**config.mk**
```make
export PLATFORM = sky130hd
export DESIGN_NAME = hls_kernel_launcher
export DESIGN_NICKNAME = d
export VERILOG_FILES = /design/src/rtl/hls_launch_pkg.sv /design/src/rtl/hls_cycle_counter.sv /design/src/rtl/hls_kernel_launcher.sv
export SDC_FILE = /design/constraint.sdc
export NUM_CORES = 1
export LEC_CHECK = 0
export ABC_CLOCK_PERIOD_IN_PS = 2700
export CAP_MARGIN = 10
export CORE_ASPECT_RATIO = 0.6
export CORE_MARGIN = 2
export CORE_UTILIZATION = 35
export CTS_CLUSTER_SIZE = 25
export DETAILED_ROUTE_END_ITERATION = 7
export PLACE_DENSITY_LB_ADDON = 0.2
export SLEW_MARGIN = 20
export SYNTH_ARGS = -nofsm -noshare
export SYNTH_HDL_FRONTEND = slang
export SYNTH_SLANG_ARGS = --single-unit
```
**constraint.sdc**
```tcl
create_clock -name clock -period 2.7 [get_ports clock]
set_clock_uncertainty 0.2 [all_clocks]
set_input_delay 0.54 -clock clock [delete_from_list [all_inputs] [get_ports clock]]
set_output_delay 0.54 -clock clock [all_outputs]
set_load 0.01 [all_outputs]
```
**src/rtl/hls_launch_pkg.sv**
```systemverilog
// Shared types for the Bambu kernel run controller: FSM state encoding and verdict status codes.
package hls_launch_pkg;

    typedef enum logic [2:0] {
        IDLE,
        KRST,
        START,
        WAIT,
        REPORT
    } state_t;

    localparam logic [1:0] ST_PASS    = 2'b00;
    localparam logic [1:0] ST_FAIL    = 2'b01;
    localparam logic [1:0] ST_NOCHECK = 2'b10;
    localparam logic [1:0] ST_TIMEOUT = 2'b11;

endpackage

```
**src/rtl/hls_cycle_counter.sv**
```systemverilog
// Latency counter: load-to-1, increment, saturate at all-ones, with a terminal-count flag at TIMEOUT.
module hls_cycle_counter #(
    parameter int unsigned CYCLE_W = 32,
    parameter int unsigned TIMEOUT = 200000000
) (
    input  logic               clock,
    input  logic               reset,
    input  logic               load,
    input  logic               inc,
    output logic [CYCLE_W-1:0] count,
    output logic               tc
);

    logic [CYCLE_W-1:0] count_d;
    logic [CYCLE_W-1:0] count_q;

    always_comb begin
        // NOTE: the hold value is assigned before any condition so no path leaves count_d unassigned (no latch).
        count_d = count_q;
        if (load) begin
            count_d = CYCLE_W'(1);
        end else if (inc && (count_q != '1)) begin
            count_d = count_q + CYCLE_W'(1);
        end
    end

    // NOTE: reset is synchronous, so it is tested inside the clocked block; state updates use <= only.
    always_ff @(posedge clock) begin
        if (reset) begin
            count_q <= '0;
        end else begin
            count_q <= count_d;
        end
    end

    assign count = count_q;
    assign tc    = (count_q == CYCLE_W'(TIMEOUT));

endmodule

```
**src/rtl/hls_kernel_launcher.sv**
```systemverilog
// Run controller for one Bambu kernel: reset, start pulse, wait for done or timeout,
// then hold a verdict (status, return value, latency) until the consumer accepts it.
module hls_kernel_launcher
    import hls_launch_pkg::*;
#(
    parameter int unsigned DATA_W       = 32,
    parameter int unsigned CYCLE_W      = 32,
    parameter int unsigned TIMEOUT      = 200000000,
    parameter int unsigned KRST_CYCLES  = 2,
    parameter bit          KRST_ACT_LOW = 1'b1
) (
    input  logic               clock,
    input  logic               reset,
    input  logic               req_valid,
    output logic               req_ready,
    input  logic [DATA_W-1:0]  req_expected,
    input  logic               req_check,
    output logic               kern_reset,
    output logic               kern_start,
    input  logic               kern_done,
    input  logic [DATA_W-1:0]  kern_return,
    output logic               res_valid,
    input  logic               res_ready,
    output logic [1:0]         res_status,
    output logic [DATA_W-1:0]  res_return,
    output logic [CYCLE_W-1:0] res_cycles,
    output logic [15:0]        runs_done
);

    localparam int unsigned       KRST_W    = (KRST_CYCLES > 1) ? $clog2(KRST_CYCLES) : 1;
    localparam logic [KRST_W-1:0] KRST_LAST = KRST_W'(KRST_CYCLES - 1);
    localparam logic              KRST_ON   = KRST_ACT_LOW ? 1'b0 : 1'b1;

    state_t              state_d,    state_q;
    logic [KRST_W-1:0]   krst_cnt_d, krst_cnt_q;
    logic [DATA_W-1:0]   expected_d, expected_q;
    logic                check_d,    check_q;
    logic [1:0]          status_d,   status_q;
    logic [DATA_W-1:0]   return_d,   return_q;
    logic [CYCLE_W-1:0]  cycles_d,   cycles_q;
    logic [15:0]         runs_d,     runs_q;

    logic                cnt_load;
    logic                cnt_inc;
    logic [CYCLE_W-1:0]  count;
    logic                tc;

    hls_cycle_counter #(
        .CYCLE_W (CYCLE_W),
        .TIMEOUT (TIMEOUT)
    ) u_cycle_counter (
        .clock (clock),
        .reset (reset),
        .load  (cnt_load),
        .inc   (cnt_inc),
        .count (count),
        .tc    (tc)
    );

    always_comb begin
        state_d    = state_q;
        krst_cnt_d = krst_cnt_q;
        expected_d = expected_q;
        check_d    = check_q;
        status_d   = status_q;
        return_d   = return_q;
        cycles_d   = cycles_q;
        runs_d     = runs_q;
        cnt_load   = 1'b0;
        cnt_inc    = 1'b0;

        case (state_q)
            IDLE: begin
                if (req_valid) begin
                    expected_d = req_expected;
                    check_d    = req_check;
                    krst_cnt_d = '0;
                    state_d    = KRST;
                end
            end
            KRST: begin
                // The counter is loaded on the way out so it already reads 1 during START.
                if (krst_cnt_q == KRST_LAST) begin
                    cnt_load = 1'b1;
                    state_d  = START;
                end else begin
                    krst_cnt_d = krst_cnt_q + KRST_W'(1);
                end
            end
            START, WAIT: begin
                if (kern_done) begin
                    return_d = kern_return;
                    cycles_d = count;
                    if (!check_q) begin
                        status_d = ST_NOCHECK;
                    end else if (kern_return == expected_q) begin
                        status_d = ST_PASS;
                    end else begin
                        status_d = ST_FAIL;
                    end
                    state_d = REPORT;
                end else if (tc) begin
                    return_d = '0;
                    cycles_d = count;
                    status_d = ST_TIMEOUT;
                    state_d  = REPORT;
                end else begin
                    cnt_inc = 1'b1;
                    state_d = WAIT;
                end
            end
            REPORT: begin
                if (res_ready) begin
                    runs_d  = runs_q + 16'd1;
                    state_d = IDLE;
                end
            end
            default: state_d = IDLE;
        endcase
    end

    always_ff @(posedge clock) begin
        if (reset) begin
            state_q    <= IDLE;
            krst_cnt_q <= '0;
            expected_q <= '0;
            check_q    <= 1'b0;
            status_q   <= ST_PASS;
            return_q   <= '0;
            cycles_q   <= '0;
            runs_q     <= '0;
        end else begin
            state_q    <= state_d;
            krst_cnt_q <= krst_cnt_d;
            expected_q <= expected_d;
            check_q    <= check_d;
            status_q   <= status_d;
            return_q   <= return_d;
            cycles_q   <= cycles_d;
            runs_q     <= runs_d;
        end
    end

    // Kernel runs only in START/WAIT; every other state (including REPORT) holds it in reset.
    assign kern_reset = ((state_q == START) || (state_q == WAIT)) ? ~KRST_ON : KRST_ON;
    assign kern_start = (state_q == START);
    assign req_ready  = (state_q == IDLE);
    assign res_valid  = (state_q == REPORT);
    assign res_status = status_q;
    assign res_return = return_q;
    assign res_cycles = cycles_q;
    assign runs_done  = runs_q;

endmodule

```
==> After elaboration in Yosys (flattened, before gate mapping) <==
Index checks and enable logic that the tools add are counted.
{ "classes": {"addsub": 3, "n_mul": 0, "div": 0, "n_lt_le_gt_ge": 0, "n_eq_ne": 10, "n_shift": 0, "muxes": 25, "bitwise": 0, "reduce_logical": 13} }
{ "ops": {"columns": ["operator", "n"], "rows": [
  ["$mux 32", 4],
  ["$add 32x1->32 const B", 1],
  ["$eq 32x28->1 const B", 1],
  ["$eq 32x32->1", 1],
  ["$ne 32x32->1 const B", 1],
  ["$add 16x1->16 const B", 1],
  ["$mux 3", 5],
  ["$pmux 3 s4", 1],
  ["$mux 1", 11],
  ["$reduce_and 2->1", 4],
  ["$eq 3x2->1 const B", 2],
  ["$mux 2", 3],
  ["$reduce_bool 2->1", 3],
  ["$ne 2x2->1 const B", 2],
  ["$reduce_or 2->1", 2],
  ["$eq 3x1->1 const B", 1],
  ["$eq 3x3->1 const B", 1],
  ["$logic_not 3->1", 1],
  ["$reduce_and 3->1", 1],
  ["$ne 2x1->1 const B", 1],
  ["$pmux 1 s2", 1],
  ["$add 1x1->1 const B", 1],
  ["$logic_and 1x1->1", 1],
  ["$logic_or 1x1->1", 1]
]} }
{ "word_totals": {"ff_bits": 151, "latchBits": 0, "mem_bits_rw": 0, "romBits": 0, "in_bits": 70, "output_inout_bits": 86, "memories": 0} }

==> Logic depth before layout (Yosys ltp) <==
Gate-level depths: netlist of run 1.
{ "depth": {"depth_word": 7, "mapped_depth": 9, "depth_no_buf": 7} }

==> Modules after synthesis <==
Synthesis of run 1 repeated with hierarchy kept, for this count alone.
{ "unflattened": {"cells_unflattened": 773, "area_unflattened_um2": 6485.0} }
{ "by_module_without_submodules": {"columns": ["module", "instances", "cells_per_inst", "area_each_um2"], "rows": [
  ["hls_kernel_launcher", 1, 547, 4657.0],
  ["hls_cycle_counter", 1, 226, 1828.0]
]} }

==> Worst setup path before layout of run 1 <==
No wires, ideal clock.
{ "synth_path": {"path_kind": "reg-to-reg", "from": "register u_cycle_counter.count_q[0], in the netlist u_cycle_counter.count[0]", "to": "register u_cycle_counter.count_q[0], in the netlist u_cycle_counter.count[0]", "setup_ns": 0.074, "t_arrival_ns": 1.894, "required_ns": 2.426, "path_slack_ns": 0.531, "stages_incl_launch_ff": 10, "n_path_buf": 3, "synth_period_minus_slack_ns": 2.169, "cell_sequence": "dfxtp_1 -> ha_1 -> inv_2 -> nor4_4 -> and4_1 -> buf_2 -> buf_2 -> buf_2 -> o21ai_0 -> a31oi_1"} }
{ "synth_between": {"elab_chain_cells": 6, "word_cells_on_any_way": 10, "classes_between": "1 x add/sub; 2 x eq/ne; 5 x mux; 2 x reduce/logical"} }
{ "synth_rtl": {"columns": ["element", "line_no", "rtl"], "rows": [
  ["start, declared", "hls_cycle_counter.sv:15", "logic [CYCLE_W-1:0] count_q;"],
  ["start signal, assigned", "hls_cycle_counter.sv:32", "count_q <= count_d;"],
  ["branches (longest 6 deep; another with $add 32x1->32)", null, null]
]} }
Parallel ways; which one is timed is not known. The select of a mux whose other input is x is not followed.
A chain may end at the register's enable or synchronous reset.

==> Worst setup path after layout of run 1 <==
{ "layout_path": {"from": "register state_q[1]", "to": "output port kern_start"} }
{ "layout_between": {"elab_chain_cells": 1} }
{ "layout_rtl": {"columns": ["element", "line_no", "rtl"], "rows": [
  ["start, declared", "hls_kernel_launcher.sv:34", "state_t state_d, state_q;"],
  ["start signal, assigned", "hls_kernel_launcher.sv:133", "state_q <= state_d;"],
  ["$eq 3x2->1", "hls_kernel_launcher.sv:146", "assign kern_start = (state_q == START);"],
  ["end, declared", "hls_kernel_launcher.sv:19", "output logic kern_start,"]
]} }
Every way passes these cells.

==> results of run 1 <==
-- kinds of logic (layout without fill, tap and decap cells) --
family / count (synthesis) / count (layout) / share of synthesized area
simple gates: 300 / 300 / 0.233
compound gates: 246 / 246 / 0.202
flops: 151 / 151 / 0.455
buf+inv: 68 / 235 / 0.0420
xor+xnor: 44 / 44 / 0.0580
fa+ha+maj: 3 / 3 / 0.00565
mux: 3 / 3 / 0.00471
-- synthesized netlist by cell type (3+ instances only) --
| cell | number | area share |
|---|---|---|
| nand3_1 | 49 | 0.037 |
| nand2_1 | 122 | 0.069 |
| o31ai_1 | 23 | 0.026 |
| and3_1 | 9 | 0.0085 |
| ha_1 | 3 | 0.0057 |
| inv_1 | 6 | 0.0034 |
| xnor2_1 | 7 | 0.0092 |
| or4_1 | 23 | 0.026 |
| a21oi_1 | 133 | 0.10 |
| xor2_1 | 37 | 0.049 |
| a211oi_1 | 3 | 0.0034 |
| buf_2 | 13 | 0.0098 |
| nand4_1 | 17 | 0.016 |
| nor4_1 | 17 | 0.016 |
| clkbuf_1 | 44 | 0.025 |
| nor3_1 | 4 | 0.0030 |
| nor4b_1 | 3 | 0.0040 |
| dfxtp_1 | 151 | 0.45 |
| o21ai_0 | 73 | 0.055 |
| nor2_1 | 27 | 0.015 |
| and2_1 | 3 | 0.0028 |
| and4_1 | 5 | 0.0066 |
| or3_1 | 7 | 0.0066 |
-- power groups by stage --
stage | clock network [mW] | registers (mW) | logic, mW
6_report | 2.28 | 2.30 | 0.392
5_1_grt | 2.41 | 2.30 | 0.427
4_1_cts | 2.33 | 2.30 | 0.393
3_5_place_dp | 0 | 2.35 | 0.391
3_3_place_gp | 0 | 2.35 | 0.389
2_1_floorplan | 0 | 2.34 | 0.180
-- cell type report --
class / instances / share of cell area
tap: 240 / 0.0326
clock inverter: 13 / 0.0133
inverter: 8 / 0.00326
timing repair buffer: 195 / 0.208
sequential: 151 / 0.328
multi-input combinational: 596 / 0.368
clock buffer: 19 / 0.0470
-- per-stage QoR --
| stage | instance area (µm²) | hold slack (ps) |
|---|---|---|
| 2_1_floorplan | 6640 | 231 |
| 3_3_place_gp | 8620 | 255 |
| 3_5_place_dp | 8620 | 258 |
| 4_1_cts | 9180 | 268 |
| 5_1_grt | 9210 | 281 |
| 6_report | 9210 | 264 |
-- state kept, by name, summed over array words and instances, names as in the netlist, 2 cells and up --
signal                 count
u_cycle_counter.count     32
runs_done                 16
res_status                 2
expected_q                32
state_q                    3
res_return                32
res_cycles                32
-- critical path: stages (launching register included) --
cell,delay [ps]
dfxtp_1,460
nand2b_4,210
nor2_1,130
clkdlybuf4s50_1,570
-- what timing repair did --
action,CTS,global route
buffers inserted,0,1
gates resized for setup,1,3
endpoints found under the setup margin,1,19
endpoints found under the hold margin,0,0
hold buffers,0,0
pin swaps,0,1
-- worst max-delay path by stage --
stage	from	endpoint	slack (ps)
3_3_place_gp	u_cycle_counter.count[21]	u_cycle_counter.count[24]	-40
6_report	state_q[1]	kern_start	170
4_1_cts	u_cycle_counter.count[21]	u_cycle_counter.count[24]	6
2_1_floorplan	u_cycle_counter.count[0]	u_cycle_counter.count[0]	530
5_1_grt	state_q[2]	kern_reset	70
3_5_place_dp	res_ready	runs_done[5]	20
-- layer usage --
metal / track usage / vias up
met1: 0.337 / 3193
li1: - / 3246
met5: 0 / -
met4: 0.0473 / 0
met2: 0.288 / 200
met3: 0.0375 / 9
==> run_results.csv, run 1 <==
group,metric,value,unit
run_status,status,"complete, no violations",
sta,fmax,396,MHz
detailed_routing,viasPerCell,5.44,
synthesis,ys.flop_type,"dfxtp_1",
layout,fin_cells,1222,
setup_path,critPathArrivalTime,1790,ps
clocking,clk_pin_slew_worst_paths,70,ps
layout,nFillCells,1817,
grt,antenna_found_initial,0,
synthesis,synth_async_sr_flop_share,0,
clocking,cts_root_buf,"clkbuf_16",
floorplanning,rows,38,
hold_path,holdPathEnd,"expected_q[26]",
sta,worstMarginPinSlew,591,ps
hold_path,hold_path.class,"reg -> reg",
floorplanning,start_util,0.362,
synthesis,yosys.cell_types.count,53,
grt,grt_pass1_vias,6100,
sta,tns,0,ps
synthesis,synth_nets,888,
power_and_ir_drop,powerDensity,540,nW/µm²
power_and_ir_drop,intPower,3.73,mW
grt,grt_max_degree,65,
placed_design,hpwlAfterDp,14600,µm
detailed_routing,drtIter0Drc,539,
setup_path,r2r_cells,9,
floorplanning,pin_count,156,
detailed_routing,num_vias,6648,
power_and_ir_drop,p_clk_frac,0.459,
layout,mostFrequentLayoutCells,"clkdlybuf4s50_1 (154), dfxtp_1 (151), a21oi_1 (132), nand2_1 (122), o21ai_0 (73)",
layout,ff_latch_area,3020,µm²
layout,area_growth,38.6,%
layout,drive_gt1_frac,0.0886,
power_and_ir_drop,p_comb_frac,0.079,
synthesis,synthCells,815,
sta,min_period_over_period,0.935,
detailed_routing,wl_met2,8480,µm
setup_path,required,1960,ps
grt,grt_use_total,0.211,
floorplanning,die_area,20100,µm²
synthesis,ys.warnings.count,0,
setup_path,criticalPathCategory,"reg -> out",
setup_path,r2r-start,"u_cycle_counter.count[0]",
detailed_routing,met3_length,1200,µm
synthesis,postSynthAreaPerCell,8.15,µm²
synthesis,ys_ff_latch,151,
floorplanning,die_h,111,µm
placed_design,pre_cts_ws,18.4,ps
setup_path,cp_max_fo,17,
synthesis,yosysSeqAreaShare,0.455,
clocking,cts_tree,"built",
synthesis,syn-cell-area,6640,µm²
placed_design,placed_cells,1189,
clocking,clock_latency,420,ps
grt,grt_first_pass_wirelength,34000,µm
floorplanning,die_w,182,µm
grt,grt.overflow.total,0,
detailed_routing,final_antenna_net_count,0,
synthesis,synth_edf_count,0,
detailed_routing,wl_met1,11300,µm
sta,setup_viol,0,
sta,slew_viol_final,0,
detailed_routing,drtPass1Iterations,5,
sta,setup_slack,174,ps
placed_design,globalplace.congestion,0.789,
clocking,cts_made_buffers,17,
power_and_ir_drop,switching_share,0.251,
placed_design,port_buffers,155,
power_and_ir_drop,leakagePower,3.11,nW
clocking,clock_sinks,151,
detailed_routing,totalWireLength,21100,µm
floorplanning,core-area,18400,µm²
sta,rsz0062_at_grt,"false",
power_and_ir_drop,p_total,4.97,mW
hold_path,min_from,"expected_q[26]",
power_and_ir_drop,vdd_ir_drop_max,0.000377,V
layout,fin_util,0.502,
sta,max_slew_margin,0.606,
setup_path,r2r_end,"u_cycle_counter.count[8]",
power_and_ir_drop,seqPwrFrac,0.462,
setup_path,endpoint_kind,"output pin",
sta,period_minus_slack,2530,ps
layout,multi_input_area,3390,µm²
detailed_routing,routed.top_layer,"met4",
clocking,htreeDepth,4,
run,drv_cap,0,
sta,hold_viol,0,
detailed_routing,drcViolationCount,0,
power_and_ir_drop,p_switching,1.25,mW
clocking,clockBufferDepth,2,
layout,final_common_cell,"clkdlybuf4s50_1",
layout,diodes,0,
setup_path,start_kind,"register",
layout,nets,1042,
detailed_routing,wl_per_cell,17.3,µm
setup_path,r2r_slack,320,ps
hold_path,min_path_cells,2,
Note: power is estimated with default switching activity, not from simulation.
==> run 2: changes to the inputs <==
--- a/config.mk
+++ b/config.mk
@@ -12,6 +12,7 @@
 export CORE_UTILIZATION = 35
 export CTS_CLUSTER_SIZE = 25
 export DETAILED_ROUTE_END_ITERATION = 7
+export DONT_BUFFER_PORTS = 1
 export PLACE_DENSITY_LB_ADDON = 0.2
 export SLEW_MARGIN = 20
 export SYNTH_ARGS = -nofsm -noshare
==> run 2 against run 1 <==
  * Setup slack improved by 33 ps
  * Worst hold slack got worse by 220 ps
  * Die area unchanged
  * Power decreased by 0.40%
  * Cell count decreased by 14%
  * Highest routed layer unchanged
  * Critical path depth increased by 1
  * Via count decreased by 12%
  * Register-to-register slack got worse by 70 ps
==> run_results.csv, run 2 (synthesis results as in run 1) <==
group,metric,value,unit
detailed_routing,drcViolationCount,0,
detailed_routing,totalWireLength,20000,µm
floorplanning,rows,38,
clocking,cts-resized-gates,0,
sta,tns,0,ps
clocking,cts_root_buf,"clkbuf_16",
sta,slew_viol_final,0,
floorplanning,pin_count,156,
setup_path,critPathArrivalTime,1750,ps
placed_design,hpwlAfterDp,13500,µm
setup_path,path_cells,"nand2b_2, buf_4, clkinv_1, buf_4",
detailed_routing,wl_per_cell,18.9,µm
clocking,clk_pin_slew_worst_paths,70,ps
hold_path,hold_path.class,"in -> reg",
floorplanning,die_w,182,µm
floorplanning,die_h,111,µm
setup_path,cpMaxStageDelayCell,"dfxtp_1",
sta,hold_viol,0,
power_and_ir_drop,intPower,3.76,mW
setup_path,criticalPathCategory,"reg -> out",
floorplanning,core-area,18400,µm²
layout,drive_gt1_frac,0.0895,
sta,period_minus_slack,2490,ps
layout,final_common_cell,"dfxtp_1",
clocking,cts_made_buffers,17,
detailed_routing,final_antenna_net_count,0,
layout,mostFrequentLayoutCells,"dfxtp_1 (151), a21oi_1 (132), nand2_1 (122), o21ai_0 (73), nand3_1 (49)",
setup_path,slowest_delay,400,ps
power_and_ir_drop,vdd_ir_drop_max,0.000421,V
power_and_ir_drop,p_switching,1.19,mW
placed_design,placed_area,6940,µm²
setup_path,crit_top_cell,"buf_4",
layout,nets,876,
floorplanning,die_area,20100,µm²
power_and_ir_drop,p_comb_frac,0.054,
detailed_routing,drtIter0Drc,412,
layout,diodes,0,
clocking,clock_latency,430,ps
clocking,cts_tree,"built",
setup_path,endpoint_kind,"output pin",
power_and_ir_drop,leakagePower,2.50,nW
placed_design,globalplace.congestion,0.804,
sta,setup_viol,0,
run_status,status,"complete, no violations",
grt,grt_pass1_vias,5390,
setup_path,start_kind,"register",
sta,rsz0062_at_grt,"false",
clocking,clock_sinks,151,
grt,grt_use_total,0.200,
power_and_ir_drop,seqPwrFrac,0.464,
clocking,clockBufferDepth,2,
detailed_routing,drtPass1Iterations,5,
detailed_routing,viasPerCell,5.53,
power_and_ir_drop,powerDensity,654,nW/µm²
grt,grt.overflow.total,0,
clocking,htreeDepth,4,
layout,area_growth,14.0,%
run,drv_cap,0,
sta,min_period_over_period,0.923,
sta,fmax,401,MHz
power_and_ir_drop,p_clk_frac,0.482,
power_and_ir_drop,switching_share,0.241,
grt,antenna_found_initial,0,
layout,stdcell_area,7580,µm²
sta,max_slew_margin,0.332,
sta,worstMarginPinSlew,999,ps
floorplanning,start_util,0.362,
setup_path,cp_max_fo,31,
clocking,hold_buffers,3,
grt,grt_first_pass_wirelength,31800,µm
detailed_routing,num_vias,5837,
clocking,cts_setup_buffers,0,
placed_design,port_buffers,0,
setup_path,required,1960,ps
power_and_ir_drop,p_total,4.95,mW
grt,grt_max_degree,68,
layout,fin_util,0.413,
run 2: cell types whose count changed in the layout (fill, tap and decap cells not counted), sizes merged:
cell / previous run / this run
clkbuf: 19 / 20
clkinv: 5 / 7
dlygate4sd3: 0 / 1
inv: 11 / 7
clkdlybuf4s50: 154 / 0
buf: 41 / 28
bufinv: 1 / 2
run 2: worst paths after layout:
kind         slack [ps]  depth (start not counted)                      from        endpoint
max                 210                          4                state_q[2]      kern_reset
max reg2reg         250                          6  u_cycle_counter.count[5]  res_cycles[30]
min                  40                          2            kern_return[7]   res_return[7]
min reg2reg         270                          2            expected_q[10]  expected_q[10]
run 2: area by class of cell:
class                      instances  area (µm²)
fill                            1859       10800
timing repair buffer              29         278
clock buffer                      20         457
inverter                           8        30.0
sequential                       151        3020
multi-input combinational        596        3360
clock inverter                    12         128
tap                              240         300
run 2: through the flow:
step                cells  setup WS, ps  hold WS (ps)
floorplan             815           531           231
global placement     1021           328           252
detailed placement   1021           288           255
CTS                  1056           205          23.5
global route         1056          31.5          33.0
finish               1056           208          44.2
run 2: critical path, delay by kind of cell (launching register included):
kind	cells	cell delay (ps)
simple gates	1	190
buf+inv	3	720
flops	1	400
run 2: per-layer routing:
| metal | up-vias | wire length (µm) | global-route usage |
|---|---|---|---|
| met5 | - | 0 | 0 |
| met3 | 13 | 1590 | 0.0618 |
| li1 | 2917 | - | - |
| met4 | 0 | 141 | 0.0457 |
| met2 | 164 | 7510 | 0.254 |
| met1 | 2743 | 10700 | 0.317 |
run 2: power by group through the flow:
stage               Combinational, mW  Clock [mW]  Sequential, mW
floorplan                       0.180           0            2.34
global placement                0.225           0            2.35
detailed placement              0.225           0            2.35
CTS                             0.266        2.44            2.30
global route                    0.296        2.54            2.30
finish                          0.266        2.39            2.30
==> run 3: changes to the inputs <==
--- a/config.mk
+++ b/config.mk
@@ -5,6 +5,7 @@
 export SDC_FILE = /design/constraint.sdc
 export NUM_CORES = 1
 export LEC_CHECK = 0
+export ABC_AREA = 0
 export ABC_CLOCK_PERIOD_IN_PS = 2700
 export CAP_MARGIN = 10
 export CORE_ASPECT_RATIO = 0.6
==> results of run 3 <==
No change in the layout: final DEF, timing and power equal those of run 2.
